<file path="src/rtl/phantom_rtc_pkg.sv">
// phantom_rtc_pkg: shared constants, byte layout and types for the phantom RTC
package phantom_rtc_pkg;
    localparam logic [63:0] PATTERN = 64'h5CA33AC55CA33AC5;
    localparam int DIV = 71591;
    localparam int HSEC = 0;
    localparam int SEC = 1;
    localparam int MIN = 2;
    localparam int HR = 3;
    localparam int DAY = 4;
    localparam int DATE = 5;
    localparam int MON = 6;
    localparam int YR = 7;
    typedef logic [7:0] bcd_t;
    typedef enum logic {IDLE, ACTIVE} state_t;
endpackage

</file>
<file path="src/rtl/phantom_rtc_bcd_field_ctr.sv">
// bcd_field_ctr: two-digit BCD field counter with load, wrap to MIN_WRAP and carry out
module bcd_field_ctr
    import phantom_rtc_pkg::*;
#(
    parameter bcd_t MAX = 8'h99,
    parameter bcd_t MIN_WRAP = 8'h00
) (
    input  logic clk,
    input  logic reset,
    input  logic inc,
    input  logic load,
    input  bcd_t din,
    output bcd_t q,
    output logic carry
);
    bcd_t nxt;
    assign carry = inc & (q == MAX);
    // invalid BCD digits fall through to the nibble rule and settle on their own
    always_comb nxt = (q == MAX) ? MIN_WRAP : (q[3:0] >= 4'd9) ? {q[7:4] + 4'd1, 4'h0} : q + 8'd1;
    always_ff @(posedge clk or negedge reset)
        if (!reset) q <= MIN_WRAP;
        else if (load) q <= din;
        else if (inc) q <= nxt;
endmodule

</file>
<file path="src/rtl/phantom_rtc.sv">
// phantom_rtc: pattern-unlocked serial RTC hiding behind the card ROM/SRAM chip select
module phantom_rtc
    import phantom_rtc_pkg::*;
#(
    parameter int DIV_CNT = DIV
) (
    input  logic C7M,
    input  logic nRES,
    input  logic nCSin,
    input  logic Latch,
    input  logic nWE,
    input  logic A2,
    input  logic D0in,
    output logic CSgb,
    output logic D0out,
    output logic D0OE
);
    localparam int PW = $clog2(DIV_CNT);
    localparam logic [PW-1:0] PRE_MAX = PW'(DIV_CNT - 1);
    state_t state, state_nxt;
    logic [5:0] ptr, ptr_nxt, bit_cnt, bit_nxt;
    logic wrote, wrote_nxt, commit, qual, b, tick;
    logic [63:0] shift, shift_nxt, live;
    logic [PW-1:0] pre;
    bcd_t hsec, sec, minute, hr, day, date, mon, yr;
    logic c_hsec, c_sec, c_min, c_hr, unused_day_carry;
    assign qual = Latch & ~nCSin;
    assign b = nWE ? A2 : D0in;
    assign tick = pre == PRE_MAX;
    assign live = {yr, mon, date, day, hr, minute, sec, hsec};
    assign CSgb = ~nCSin & (state == IDLE);
    assign D0OE = (state == ACTIVE) & ~nCSin & nWE;
    assign D0out = (state == ACTIVE) & shift[bit_cnt];
    always_comb begin
        state_nxt = state;
        ptr_nxt = ptr;
        bit_nxt = bit_cnt;
        wrote_nxt = wrote;
        shift_nxt = shift;
        commit = 1'b0;
        if (qual && state == IDLE) begin
            ptr_nxt = (b == PATTERN[ptr]) ? ptr + 6'd1 : 6'd0;
            if (b == PATTERN[ptr] && ptr == 6'd63) begin
                state_nxt = ACTIVE;
                bit_nxt = 6'd0;
                wrote_nxt = 1'b0;
                shift_nxt = live;
            end
        end else if (qual) begin
            if (!nWE) begin
                shift_nxt[bit_cnt] = D0in;
                wrote_nxt = 1'b1;
            end
            bit_nxt = bit_cnt + 6'd1;
            // the final transfer's own write bit is part of the committed image
            if (bit_cnt == 6'd63) begin
                state_nxt = IDLE;
                ptr_nxt = 6'd0;
                commit = wrote_nxt;
            end
        end
    end
    always_ff @(posedge C7M or negedge nRES)
        if (!nRES) begin
            state <= IDLE;
            ptr <= 6'd0;
            bit_cnt <= 6'd0;
            wrote <= 1'b0;
            shift <= 64'd0;
            pre <= '0;
        end else begin
            state <= state_nxt;
            ptr <= ptr_nxt;
            bit_cnt <= bit_nxt;
            wrote <= wrote_nxt;
            shift <= shift_nxt;
            pre <= (commit | tick) ? '0 : pre + PW'(1);
        end
    always_ff @(posedge C7M or negedge nRES)
        if (!nRES) {yr, mon, date} <= {8'h00, 8'h01, 8'h01};
        else if (commit) {yr, mon, date} <= {shift_nxt[YR*8 +: 8], shift_nxt[MON*8 +: 8], shift_nxt[DATE*8 +: 8]};
    // a commit loads every field, so it overrides a same-edge tick
    bcd_field_ctr #(.MAX(8'h99), .MIN_WRAP(8'h00)) u_hsec (
        .clk(C7M), .reset(nRES), .inc(tick), .load(commit),
        .din(shift_nxt[HSEC*8 +: 8]), .q(hsec), .carry(c_hsec)
    );
    bcd_field_ctr #(.MAX(8'h59), .MIN_WRAP(8'h00)) u_sec (
        .clk(C7M), .reset(nRES), .inc(c_hsec), .load(commit),
        .din(shift_nxt[SEC*8 +: 8]), .q(sec), .carry(c_sec)
    );
    bcd_field_ctr #(.MAX(8'h59), .MIN_WRAP(8'h00)) u_min (
        .clk(C7M), .reset(nRES), .inc(c_sec), .load(commit),
        .din(shift_nxt[MIN*8 +: 8]), .q(minute), .carry(c_min)
    );
    bcd_field_ctr #(.MAX(8'h23), .MIN_WRAP(8'h00)) u_hr (
        .clk(C7M), .reset(nRES), .inc(c_min), .load(commit),
        .din(shift_nxt[HR*8 +: 8]), .q(hr), .carry(c_hr)
    );
    bcd_field_ctr #(.MAX(8'h07), .MIN_WRAP(8'h01)) u_day (
        .clk(C7M), .reset(nRES), .inc(c_hr), .load(commit),
        .din({5'd0, shift_nxt[DAY*8 +: 3]}), .q(day), .carry(unused_day_carry)
    );
endmodule

</file>
<file path="config.mk">
export PLATFORM = sky130hd
export DESIGN_NAME = phantom_rtc
export DESIGN_NICKNAME = d
export VERILOG_FILES = /design/src/rtl/phantom_rtc_pkg.sv /design/src/rtl/phantom_rtc_bcd_field_ctr.sv /design/src/rtl/phantom_rtc.sv
export SDC_FILE = /design/constraint.sdc
export NUM_CORES = 1
export LEC_CHECK = 0
export ABC_AREA = 1
export CAP_MARGIN = 10
export CORE_MARGIN = 2
export CORE_UTILIZATION = 30
export DETAILED_ROUTE_END_ITERATION = 7
export SLEW_MARGIN = 40
export SYNTH_ARGS = -nofsm -noshare
export SYNTH_HDL_FRONTEND = slang
export SYNTH_HIERARCHICAL = 1
export SYNTH_SLANG_ARGS = --single-unit
</file>
<file path="constraint.sdc">
create_clock -name C7M -period 5.6 [get_ports C7M]
set_input_delay 1.12 -clock C7M [delete_from_list [all_inputs] [get_ports C7M]]
set_output_delay 1.12 -clock C7M [all_outputs]
set_load 0.1 [all_outputs]
</file>
# Yosys cells after proc, flatten, opt, wreduce, memory -nomap -nowiden
# Memory sizes are Yosys's and may differ from the RTL's.
# Cells that the tools add are included.
dict set report classes {
  add_sub_neg 13
  n_lt_le_gt_ge 8
  n_eq_ne 11
  n_mux 50
  bitwise_logic 12
  n_reduce_logical 14
}
# cell n
set ops {}
lappend ops {{two-way mux 64 bit} 4}
lappend ops {{two-way mux 8 bit} 20}
lappend ops {{bitwise mux 64 bit} 1}
lappend ops {{two-way mux 6 bit} 7}
lappend ops {{adder 8 x 1 -> 8 bit (second input constant)} 5}
lappend ops {{adder 4 x 1 -> 4 bit (second input constant)} 5}
lappend ops {{greater-or-equal comparator 4 bit (second input constant)} 5}
lappend ops {{adder 17 x 1 -> 17 bit (second input constant)} 1}
lappend ops {{equality test 17 bit (second input constant)} 1}
lappend ops {{two-way mux 17 bit} 1}
lappend ops {{equality test 8 x 7 -> 1 bit (second input constant)} 2}
lappend ops {{two-way mux 1 bit} 15}
lappend ops {{less-than comparator 6 x 7 -> 1 bit (second input constant)} 2}
lappend ops {{nonzero test 2 bit} 7}
lappend ops {{adder 6 x 1 -> 6 bit (second input constant)} 2}
lappend ops {{equality test 6 bit (second input constant)} 2}
lappend ops {{bitwise AND 1 bit} 9}
lappend ops {{equality test 8 x 3 -> 1 bit (second input constant)} 1}
lappend ops {{equality test 8 x 6 -> 1 bit (second input constant)} 1}
lappend ops {{equality test 8 bit (second input constant)} 1}
lappend ops {{binary-select mux 1 bit (select 6 bit)} 1}
lappend ops {{demux 1 bit (select 6 bit)} 1}
lappend ops {{greater-or-equal comparator 6 x 1 -> 1 bit (second input constant)} 1}
lappend ops {{AND reduction 3 bit} 2}
lappend ops {{6 further kinds} 11}
dict set report totals {
  register_bits 159
  romBits 64
  input_bits 7
  out_inout_bits 3
  elab_cells 124
  mem_count 1
}
# memory depth width read_ports rd_clocked_by_memory_dff write_ports line_no
set mem_list {}
lappend mem_list {{(no name shown)} 64 1 1 0 0 phantom_rtc.sv:43} ;# if (b == PATTERN[ptr] && ptr == 6'd63) begin

# Depth between registers and ports, before layout
dict set report depth {
  ltp_word 9
  mapped_depth 20
  mapped_depth_nobuf 19
}

# By module
# Netlist, hierarchy kept.
# module n_inst cells_each area_per_inst_um2 seq_area_each_um2
set by_module_without_submodules {}
lappend by_module_without_submodules {phantom_rtc 1 1079 7552.2 2980.4}
lappend by_module_without_submodules {{bcd_field_ctr (u_min ...)} 2 85 640.6 200.2}
lappend by_module_without_submodules {{bcd_field_ctr (u_day)} 1 93 675.6 201.4}
lappend by_module_without_submodules {{bcd_field_ctr (u_hsec)} 1 83 665.6 200.2}
lappend by_module_without_submodules {{bcd_field_ctr (u_hr)} 1 84 601.8 200.2}

# Worst setup path before layout
# No wires, ideal clock.
dict set report synth_timing {
  kind {input-to-output}
  start {input port nCSin}
  end {output port D0OE}
  arrival_ps 3218
  required_ps 4480
  setup_slack_ps 1262
  stages 1
  path_buffers 0
  cell_sequence {nor3_1}
}
dict set report synth_between {
  elab_chain_cells 3
}
# item line_no
set synth_rtl {}
lappend synth_rtl {{from (decl)} phantom_rtc.sv:9} ;# input logic nCSin,
lappend synth_rtl {{NOT 1 bit} phantom_rtc.sv:32} ;# assign D0OE = (state == ACTIVE) & ~nCSin & nWE;
lappend synth_rtl {{bitwise AND 1 bit (2 in series)} phantom_rtc.sv:32}
lappend synth_rtl {{to (decl)} phantom_rtc.sv:16} ;# output logic D0OE
# No other way between the ends.

# Worst setup path after layout
dict set report layout_timing {
  start {register bit_cnt[0]}
  end {output port D0out}
}
dict set report layout_between {
  elab_chain_cells 3
}
# item line_no
set layout_rtl {}
lappend layout_rtl {{from (decl)} phantom_rtc.sv:21} ;# logic [5:0] ptr, ptr_nxt, bit_cnt, bit_nxt;
lappend layout_rtl {{from (signal assigned)} phantom_rtc.sv:74} ;# bit_cnt <= bit_nxt;
lappend layout_rtl {{binary-select mux 1 bit (select 6 bit)} phantom_rtc.sv:33} ;# assign D0out = (state == ACTIVE) & shift[bit_cnt];
lappend layout_rtl {{two-way mux 1 bit (implied by the code)} phantom_rtc.sv:33}
lappend layout_rtl {{bitwise AND 1 bit} phantom_rtc.sv:33}
lappend layout_rtl {{to (decl)} phantom_rtc.sv:15} ;# output logic D0out,
# No other way between the ends. The select of a mux whose other input is x is not followed.

==> flow_results.org <==
** Die
- Measured along the x axis, the die boundary spans slightly below 200 µm.
- Vertical extent of the die :: 193 µm
- I/O pin cnt :: 10
- Die Outline Area :: 37400 µm²
- Initial core utilization :: 30.4%
- The floorplan has 69 rows.
- The region available for standard cell placement spans roughly 35000 µm².

** Critical path
- The startpoint identified for the worst register-to-register timing path is pre[0].
- The setup path with the least slack is of type reg2out.
- For the worst setup path, the data required time is 4.48 ns.
- Setup crit start :: bit_cnt[0]
- STA puts the critical path data arrival time at 2.95 ns.
- Type of destination of the critical path :: output port
- STA classifies the critical path startpoint as a register.
- Of all nets on the critical path, the largest fanout is 44.

** Outcome
- Result of the run :: finished, final reports clean

** Placement
- Routability congestion estimate from global placement :: between 0.8 and 0.9
- Cell Area, Placed :: 11100 µm²
- Post-detailed-placement half-perimeter wirelength :: 19200 µm
- Instance count after placement with tap cells included :: 1931
- The count of buffers added on input and output ports is 9.

** Timing
- The total count of hold-check failures in the final report was 0.
- Highest Clock Rate :: 246 MHz
- In the final timing run, aggregate negative setup slack is 0 ns.
- Final cycle utilization of the critical path :: 72.6%
- Max transition margin :: 44.5%
- The clock arrives with around 0.015 ns of skew.
- Final Max Slew Viols :: 0
- At the pin with the least slew margin, the transition time is 0.830 ns.
- For the finished layout, the period the worst path requires is between 4 and 5 ns.
- Number of setup violations in the final report :: 0
- Setup repair after global routing left no endpoint under its margin.

** Drt
- Number of nets still failing antenna checks after routing :: 0
- In the routed layout, each cell is associated on average with a via count of a little over 5.
- For this run, the detailed router's first-pass iteration total came to 7.
- The final layout contains routed wiring with a total length of 29100 µm.
- Post-DR wirelength/cell :: 14.8 µm
- For this run, design rule violations remaining after detail routing come to 0.
- The routed layout has about 10000 vias.
- After the first detailed-routing iteration, the DRC count stood at 805.

** Clock tree
- The clock passes through at most 2 buffers.
- The tree built by TritonCTS fans out to roughly 160 sinks.
- For the worst-skew pair, the clock arrives at the later sink with an insertion delay of 0.44 ns.
- TritonCTS built the clock tree.
- Count of instances resized after the clock tree is built :: 0
- After clock tree synthesis, the clock-pin slew on the worst setup and hold paths is around 0.07 ns.
- In this run, post-CTS hold repair placed 0 buffers.
- Library cell used as clock root buffer :: sky130_fd_sc_hd__clkbuf_16
- Number of levels in the clock H-tree :: 4
- TritonCTS created 17 clock buffers.
- In this run the post-CTS setup repair buffer count came out at 0.

** Final layout
- The count of cells in the finished layout, fillers not included, comes to about 2000.
- Antenna diode count :: 0
- Cells fill 33.2% of the core in the end.
- Final net count :: between 1500 and 2000
- In the final layout, the share of cells above drive strength 1 is 9.25%.
- Area Growth Syn to Fin :: 9.28%
- Fill cell total of the finished layout :: 3747
- Finished Cell Area :: 11800 µm²

** Power and ir drop
- The design draws 4750 µW.
- Across the VDD grid, the largest voltage drop is 0.571 mV.
- Power spread over the standard cell area amounts to 404 nW/µm².
- In this run the static leakage power is 0.00553 µW.

** Worst hold path
- Class of the worst hold path :: reg2reg
- In this run the most critical hold path is launched from date[0].

** Global route
- The first global-routing pass estimated about 50000 µm of wire.
- The initial antenna violation count is 0.
- Across every metal layer, demand over resource in global routing totals 15.9%.
- The total overflow left after global routing is 0.
- Entering global routing, the biggest net connects 80 pins.
- The number of global-route vias before repair was just under 10000.

** Yosys
- Synthesis handed over a netlist of 1508 instances.
- A synthesized cell averages 7.14 µm².
- The synthesized netlist occupies a cell area of 10800 µm².
- Warning count from the yosys run :: 6

** Flow run
- Count of maximum capacitance violations :: 0
placed cells by master, fill, tap and decap left out, types with 13 or more instances in the layout:
master	n
sky130_fd_sc_hd__nand2_1	479
sky130_fd_sc_hd__nand2_2	18
sky130_fd_sc_hd__nand3_1	169
sky130_fd_sc_hd__o211ai_1	25
sky130_fd_sc_hd__a21oi_1	44
sky130_fd_sc_hd__inv_2	16
sky130_fd_sc_hd__nor3_1	13
sky130_fd_sc_hd__a22oi_1	30
sky130_fd_sc_hd__dfrtp_1	155
sky130_fd_sc_hd__o21ai_0	81
sky130_fd_sc_hd__inv_1	135
sky130_fd_sc_hd__nor2_1	91
sky130_fd_sc_hd__ha_1	29
sky130_fd_sc_hd__clkbuf_16	17
sky130_fd_sc_hd__nand4_1	45
worst max-delay path: stages, from the launching register on:
cell and delay (ns):
sky130_fd_sc_hd__dfrtp_2 0.88, sky130_fd_sc_hd__buf_4 0.40, sky130_fd_sc_hd__nand2_1 0.08, sky130_fd_sc_hd__o21ai_0 0.09
sky130_fd_sc_hd__nand2_1 0.07, sky130_fd_sc_hd__nand2_1 0.08, sky130_fd_sc_hd__nand2_1 0.05, sky130_fd_sc_hd__nand2_1 0.07
sky130_fd_sc_hd__nand2_1 0.06, sky130_fd_sc_hd__nand2_1 0.08, sky130_fd_sc_hd__nor2_1 0.06, sky130_fd_sc_hd__a21oi_1 0.23
sky130_fd_sc_hd__buf_4 0.34
state kept, by name, indices dropped and copies added (netlist names):
register and flops:
bit_cnt 6, date 8, mon 8, pre 17
ptr 6, shift 64, state 1, u_day/q 8
u_hr/q 8, u_hsec/q 8, u_min/q 8, u_sec/q 8
wrote 1, yr 8
stage by stage:
step                hold slack, ns  worst slack, ns
floorplan                    0.448             1.26
global placement             0.459             1.36
detailed placement           0.462             1.57
CTS                          0.474             1.54
global route                 0.490             1.16
finish                       0.472             1.53
cell type report:
cell class	instances	area (µm²)	share of cell area, %
clock buffers	17	425	3.61
clock inverters	15	208	1.76
inverters	155	591	5.02
multi-input cells	1136	5820	49.5
flip-flops and latches	159	3980	33.8
well taps	461	577	4.90
repair buffers	20	164	1.39
layer usage:
metal / GRT usage, % / up-vias / routed length, µm
li1: - / 4969 / -
met1: 21.7 / 4794 / 13900
met2: 25.6 / 232 / 13300
met3: 2.53 / 40 / 1220
met4: 5.57 / 0 / 612
met5: 0 / - / 0
where the power goes:
group	total (µW)	internal (µW)	switching, µW
logic	1770	552	1220
clock network	1260	719	540
registers	1720	1420	306
total	4750	2690	2070
path summary, 6_finish.rpt:
check	endpoint	slack, ns	cells past startpoint
worst max-delay path	D0out	1.53	12
worst min-delay path	date[0]	0.47	2
worst max register to register	u_day/q[3]	1.67	19
worst min register to register	date[0]	0.47	2
max in group asynchronous	u_min/q[3]	3.82	2
min in group asynchronous	pre[9]	0.70	1
Note: power is estimated with default switching activity, not from simulation.
